### config.mk
export PLATFORM = sky130hd
export DESIGN_NAME = sync_bank
export DESIGN_NICKNAME = d
export VERILOG_FILES = /design/src/rtl/sync_bank_pkg.sv /design/src/rtl/sync_channel.sv /design/src/rtl/sync_bank.sv
export SDC_FILE = /design/constraint.sdc
export NUM_CORES = 1
export LEC_CHECK = 0
export BUFFER_PORTS_ARGS = -buffer_cell sky130_fd_sc_hd__buf_2
export CORE_MARGIN = 1.5
export CORE_UTILIZATION = 45
export DETAILED_ROUTE_END_ITERATION = 10
export PLACE_DENSITY = 0.67
export SLEW_MARGIN = 0
export SYNTH_ARGS = -nofsm -noshare
export SYNTH_HDL_FRONTEND = slang
export SYNTH_HIERARCHICAL = 1
export SYNTH_SLANG_ARGS = --single-unit
### constraint.sdc
create_clock -name CLK -period 2.15 [get_ports CLK]
set_clock_uncertainty 0.05 [all_clocks]
set_input_delay 0.43 -clock CLK [delete_from_list [all_inputs] [get_ports CLK]]
set_output_delay 0.43 -clock CLK [all_outputs]
set_load 0.1 [all_outputs]
### src/rtl/sync_bank_pkg.sv
// Shared types and constants for the multi-channel input synchronizer bank.
package sync_bank_pkg;

  localparam int unsigned EDGE_RISE = 0;
  localparam int unsigned EDGE_FALL = 1;
  localparam int unsigned EDGE_BOTH = 2;

  typedef enum logic {
    STABLE = 1'b0,
    CHECK  = 1'b1
  } deb_state_e;

  // Ceiling log2, usable in constant expressions for register widths.
  function automatic int unsigned clog2(input int unsigned value);
    int unsigned res;
    res = 0;
    while ((64'(1) << res) < 64'(value)) begin
      res = res + 1;
    end
    return res;
  endfunction

endpackage

### src/rtl/sync_channel.sv
// One synchronizer channel: sampling chain, debounce filter, edge pulse and
// sticky pending flag.
module sync_channel
  import sync_bank_pkg::*;
#(
  parameter int unsigned SYNC_STAGES   = 2,
  parameter int unsigned FILTER_CYCLES = 3,
  parameter int unsigned EDGE_MODE     = EDGE_RISE,
  parameter logic        INIT_LEVEL    = 1'b0
) (
  input  logic clk_i,
  input  logic rst_i,
  input  logic async_i,
  input  logic clr_i,
  output logic level_o,
  output logic pulse_o,
  output logic pend_o
);

  // The accepted-level register acts as the final synchronizer stage, so the
  // explicit chain holds one flop fewer than SYNC_STAGES.
  localparam int unsigned CHAIN_W = SYNC_STAGES - 1;
  localparam int unsigned CNT_W   = clog2(FILTER_CYCLES + 1);
  localparam logic [CNT_W-1:0] CNT_LAST = CNT_W'(FILTER_CYCLES - 1);

  logic [CHAIN_W-1:0] sync_q, sync_d;
  deb_state_e         state_q, state_d;
  logic [CNT_W-1:0]   cnt_q, cnt_d;
  logic               lvl_q, lvl_d;
  logic               pulse_q, pulse_d;
  logic               pend_q, pend_d;
  logic               s_c;
  logic               accept_c;
  logic               edge_hit_c;

  assign sync_d = CHAIN_W'({sync_q, async_i});
  assign s_c    = sync_q[CHAIN_W-1];

  assign edge_hit_c = (EDGE_MODE == EDGE_BOTH)
                   || ((EDGE_MODE == EDGE_RISE) && s_c)
                   || ((EDGE_MODE == EDGE_FALL) && !s_c);

  // Debounce: a level change is accepted after FILTER_CYCLES consecutive
  // differing samples; any agreeing sample restarts the count.
  always_comb begin
    state_d  = state_q;
    cnt_d    = cnt_q;
    lvl_d    = lvl_q;
    accept_c = 1'b0;
    case (state_q)
      STABLE: begin
        if (s_c != lvl_q) begin
          if (cnt_q == CNT_LAST) begin
            accept_c = 1'b1;
            lvl_d    = s_c;
            cnt_d    = '0;
          end else begin
            cnt_d   = cnt_q + CNT_W'(1);
            state_d = CHECK;
          end
        end
      end
      CHECK: begin
        if (s_c == lvl_q) begin
          cnt_d   = '0;
          state_d = STABLE;
        end else if (cnt_q == CNT_LAST) begin
          accept_c = 1'b1;
          lvl_d    = s_c;
          cnt_d    = '0;
          state_d  = STABLE;
        end else begin
          cnt_d = cnt_q + CNT_W'(1);
        end
      end
      default: begin
        cnt_d   = '0;
        state_d = STABLE;
      end
    endcase
    pulse_d = accept_c && edge_hit_c;
    pend_d  = pulse_d || (pend_q && !clr_i);
  end

  always_ff @(posedge clk_i or posedge rst_i) begin
    if (rst_i) begin
      sync_q  <= '0;
      state_q <= STABLE;
      cnt_q   <= '0;
      lvl_q   <= INIT_LEVEL;
      pulse_q <= 1'b0;
      pend_q  <= 1'b0;
    end else begin
      sync_q  <= sync_d;
      state_q <= state_d;
      cnt_q   <= cnt_d;
      lvl_q   <= lvl_d;
      pulse_q <= pulse_d;
      pend_q  <= pend_d;
    end
  end

  assign level_o = lvl_q;
  assign pulse_o = pulse_q;
  assign pend_o  = pend_q;

endmodule

### src/rtl/sync_bank.sv
// Bank of independent input synchronizer channels with debounce and edge
// event reporting toward the CLK domain.
module sync_bank
  import sync_bank_pkg::*;
#(
  parameter int unsigned N_CH          = 4,
  parameter int unsigned SYNC_STAGES   = 2,
  parameter int unsigned FILTER_CYCLES = 3,
  parameter int unsigned EDGE_MODE     = EDGE_RISE,
  parameter logic        INIT_LEVEL    = 1'b0
) (
  input  logic            CLK,
  input  logic            RESET,
  input  logic [N_CH-1:0] ASYNC_I,
  input  logic [N_CH-1:0] CLR_I,
  output logic [N_CH-1:0] LEVEL_O,
  output logic [N_CH-1:0] PULSE_O,
  output logic [N_CH-1:0] PEND_O
);

  if (N_CH < 1 || N_CH > 32) begin : g_bad_n_ch
    $error("sync_bank: N_CH must be in 1..32");
  end
  if (SYNC_STAGES < 2 || SYNC_STAGES > 4) begin : g_bad_sync_stages
    $error("sync_bank: SYNC_STAGES must be in 2..4");
  end
  if (FILTER_CYCLES < 1 || FILTER_CYCLES > 255) begin : g_bad_filter_cycles
    $error("sync_bank: FILTER_CYCLES must be in 1..255");
  end
  if (EDGE_MODE > EDGE_BOTH) begin : g_bad_edge_mode
    $error("sync_bank: EDGE_MODE must be 0 (rise), 1 (fall) or 2 (both)");
  end

  for (genvar g = 0; g < N_CH; g++) begin : g_ch
    sync_channel #(
      .SYNC_STAGES  (SYNC_STAGES),
      .FILTER_CYCLES(FILTER_CYCLES),
      .EDGE_MODE    (EDGE_MODE),
      .INIT_LEVEL   (INIT_LEVEL)
    ) u_ch (
      .clk_i  (CLK),
      .rst_i  (RESET),
      .async_i(ASYNC_I[g]),
      .clr_i  (CLR_I[g]),
      .level_o(LEVEL_O[g]),
      .pulse_o(PULSE_O[g]),
      .pend_o (PEND_O[g])
    );
  end

endmodule

==> impl_metrics.csv <==
group,metric,value,unit
setup_path,crit_buf_inv,1,
layout,seqCellArea,701,um^2
clocking,cts_max_level,1,
setup_path,crit_family,"buffers and inverters",
setup_path,reg2reg_from,"g_ch[0].u_ch/level_o$_DFFE_PP0P_",
grt,grt_util_all_layers,14.0,%
setup_path,critPathKind,"register to output port",
setup_path,cp-start-kind,"register",
synthesis,synth_area_leader_cell,"dfrtp_1",
grt,grt_pass1_vias,677,
synthesis,seq_area_frac_synth,61.1,%
synthesis,synthesis.area,1150,um^2
floorplanning,coreArea,2430,um^2
route,drc,0,
layout,area_delta_synth_final,16.5,%
floorplanning,dieHeight,53.5,um
setup_path,worst-path-max-fanout,4,
sta,tns,0,ps
synthesis,synthesis.nets,94,
grt,grt_remaining_overflow,0,
synthesis,syn_avg_cell_area,13.6,um^2
layout,fillers,211,
floorplanning,row_count,18,
sta,finalSetupViolations,0,
route,antenna_left,0,
grt,grt_max_degree,16,
synthesis,synth.top_cell.area_share,61.1,%
layout,multi_input_area,415,um^2
sta,maxSlewViolCount,0,
grt,grt_pass1_wl,2.76,mm
setup_path,worst_path_largest_cell_delay,450,ps
clocking,clkTransAtPathRegs,130,ps
clocking,clock_path_buffers,2,
floorplanning,design.portCount,22,
worst_hold_path,min_to,"g_ch[1].u_ch/edge_hit_c$_DFF_PP0_",
sta,fin_ws,463,ps
clocking,postCtsResizedCells,0,
setup_path,reg2regPathDepth,2,
synthesis,ys_seq_elements,28,
worst_hold_path,hold_path_class,"input port to register",
placed_design,hpwl,1.24,mm
floorplanning,die_w,53.5,um
worst_hold_path,min_path_cells,1,
run,drv_cap,0,
clocking,cts_sinks,28,
setup_path,rr_endpoint,"g_ch[0].u_ch/cnt_q[0]$_DFFE_PP0P_",
sta,final-hold-violation-count,0,
sta,period_share,78.5,%
sta,fmax,593,MHz
clocking,numCtsBuffers,3,
layout,insertedDiodeCount,0,
setup_path,crit_path_top_delay_cell,"buf_2",
setup_path,worstPathRequired,1670,ps
clocking,clkLatencyLatePin,310,ps
layout,post-route-util,54.9,%
route,vias_per_cell,4.67,
route,drt-initial-drc-count,5,
setup_path,critical_path_arrival,1210,ps
synthesis,yosysUniqueCellTypes,10,
synthesis,synth.area.top_cells,"dfrtp_1 (61%), mux2_1 (7.9%), nor2b_1 (6.6%), xor2_2 (5.7%), and4bb_1 (4.4%)",
sta,rsz0062_at_grt,"false",
clocking,cts_tree,"built",
setup_path,path_cells,"buf_2",
route,wl_per_cell,11.3,um
floorplanning,start_util,47.1,%
setup_path,end_kind,"output port",
floorplanning,die-area,2860,um^2
synthesis,yosys_warnings,6,
route,dr.pass1.iters,4,
sta,worst_pin_slew,486,ps
placed_design,gp_congestion,0.657,
placed_design,io_buffers,21,
layout,nets,121,
clocking,cts-root-buf,"clkbuf_4",
worst_hold_path,worstHoldStart,"ASYNC_I[1]",
synthesis,synthCells,84,
setup_path,reg2reg_slack,960,ps
sta,slew_headroom,67.8,%
grt,antenna_found_initial,0,
sta,fin_crit,1690,ps
route,dr_total_vias,654,
layout,layout-drive-gt1-share,26.4,%
placed_design,place_ws,817,ps
outcome,status,"finished clean",
route,routed_wl,1.58,mm
## worst max path at each step
stage                                              to  cells past startpoint                              from  slack, ps
global placement                           LEVEL_O[2]                      1  g_ch[2].u_ch/level_o$_DFFE_PP0P_        840
floorplan           g_ch[0].u_ch/cnt_q[0]$_DFFE_PP0P_                      2  g_ch[0].u_ch/level_o$_DFFE_PP0P_        440
global route                               LEVEL_O[1]                      1  g_ch[1].u_ch/level_o$_DFFE_PP0P_        390
detailed placement                         LEVEL_O[0]                      1  g_ch[0].u_ch/level_o$_DFFE_PP0P_        820
CTS                                        LEVEL_O[1]                      1  g_ch[1].u_ch/level_o$_DFFE_PP0P_        440
finish                                     LEVEL_O[2]                      1  g_ch[2].u_ch/level_o$_DFFE_PP0P_        460
## registers in the layout, summed over array words and instances, names as in the netlist
signal and cells:
g_ch.u_ch/cnt_q 8, g_ch.u_ch/edge_hit_c 4, g_ch.u_ch/level_o 4, g_ch.u_ch/pend_o 4, g_ch.u_ch/pulse_o 4, g_ch.u_ch/state_q 4
## cell usage after synthesis
cell / instances
dfrtp_1: 28
nor2b_1: 12
inv_1: 8
mux2_1: 8
nand2b_1: 8
a21o_1: 4
and4bb_1: 4
mux2i_1: 4
nor2_1: 4
xor2_2: 4
## layer usage
metal | GRT usage (%) | vias up | wire (um)
met5 | 0 | - | 0
li1 | - | 317 | -
met3 | 4.52 | 2 | 78
met4 | 7.69 | 0 | 15
met2 | 22.6 | 14 | 739
met1 | 16.4 | 321 | 741
## logic make-up (layout without fill, tap and decap cells)
| logic type | after synthesis | in the layout | share of synthesized area (%) |
|---|---|---|---|
| xor+xnor | 4 | 4 | 5.68 |
| simple gates | 28 | 28 | 16.6 |
| flops | 28 | 28 | 61.1 |
| mux | 12 | 12 | 11.4 |
| compound gates | 4 | 4 | 2.62 |
| buf+inv | 8 | 34 | 2.62 |
## layout make-up
class	count	share of cell area [%]
Clock buffer	4	2.72
Inverter	8	2.25
Multi-Input combinational cell	48	31.1
Sequential cell	28	52.5
Tap cell	30	2.81
Timing Repair Buffer	22	8.62
## metrics by stage
| stage | hold WS [ps] | instances | cell area [um^2] |
|---|---|---|---|
| after global placement | 356 | 135 | 1290 |
| after global routing | 120 | 140 | 1340 |
| after detailed placement | 352 | 135 | 1290 |
| after floorplan | 183 | 84 | 1150 |
| after CTS | 142 | 140 | 1340 |
| final | 161 | 140 | 1340 |
## what timing repair did
| action | 4_1_cts | 5_1_grt |
|---|---|---|
| setup buffers | 0 | 0 |
| endpoints found under the hold margin | 28 | 0 |
| hold buffers | 1 | 0 |
## cells in the final DEF, fill, tap and decap left out, drive strengths merged
| cell type | n |
|---|---|
| clkbuf | 4 |
| inv | 8 |
| nor2b | 12 |
| xor2 | 4 |
| mux2i | 4 |
| mux2 | 8 |
| nand2b | 8 |
| a21o | 4 |
| dlygate4sd3 | 1 |
| dfrtp | 28 |
| nor2 | 4 |
| buf | 21 |
| and4bb | 4 |
Power is not shown: default switching activity piles up to over one toggle a cycle in this logic, so the estimate is an artifact.
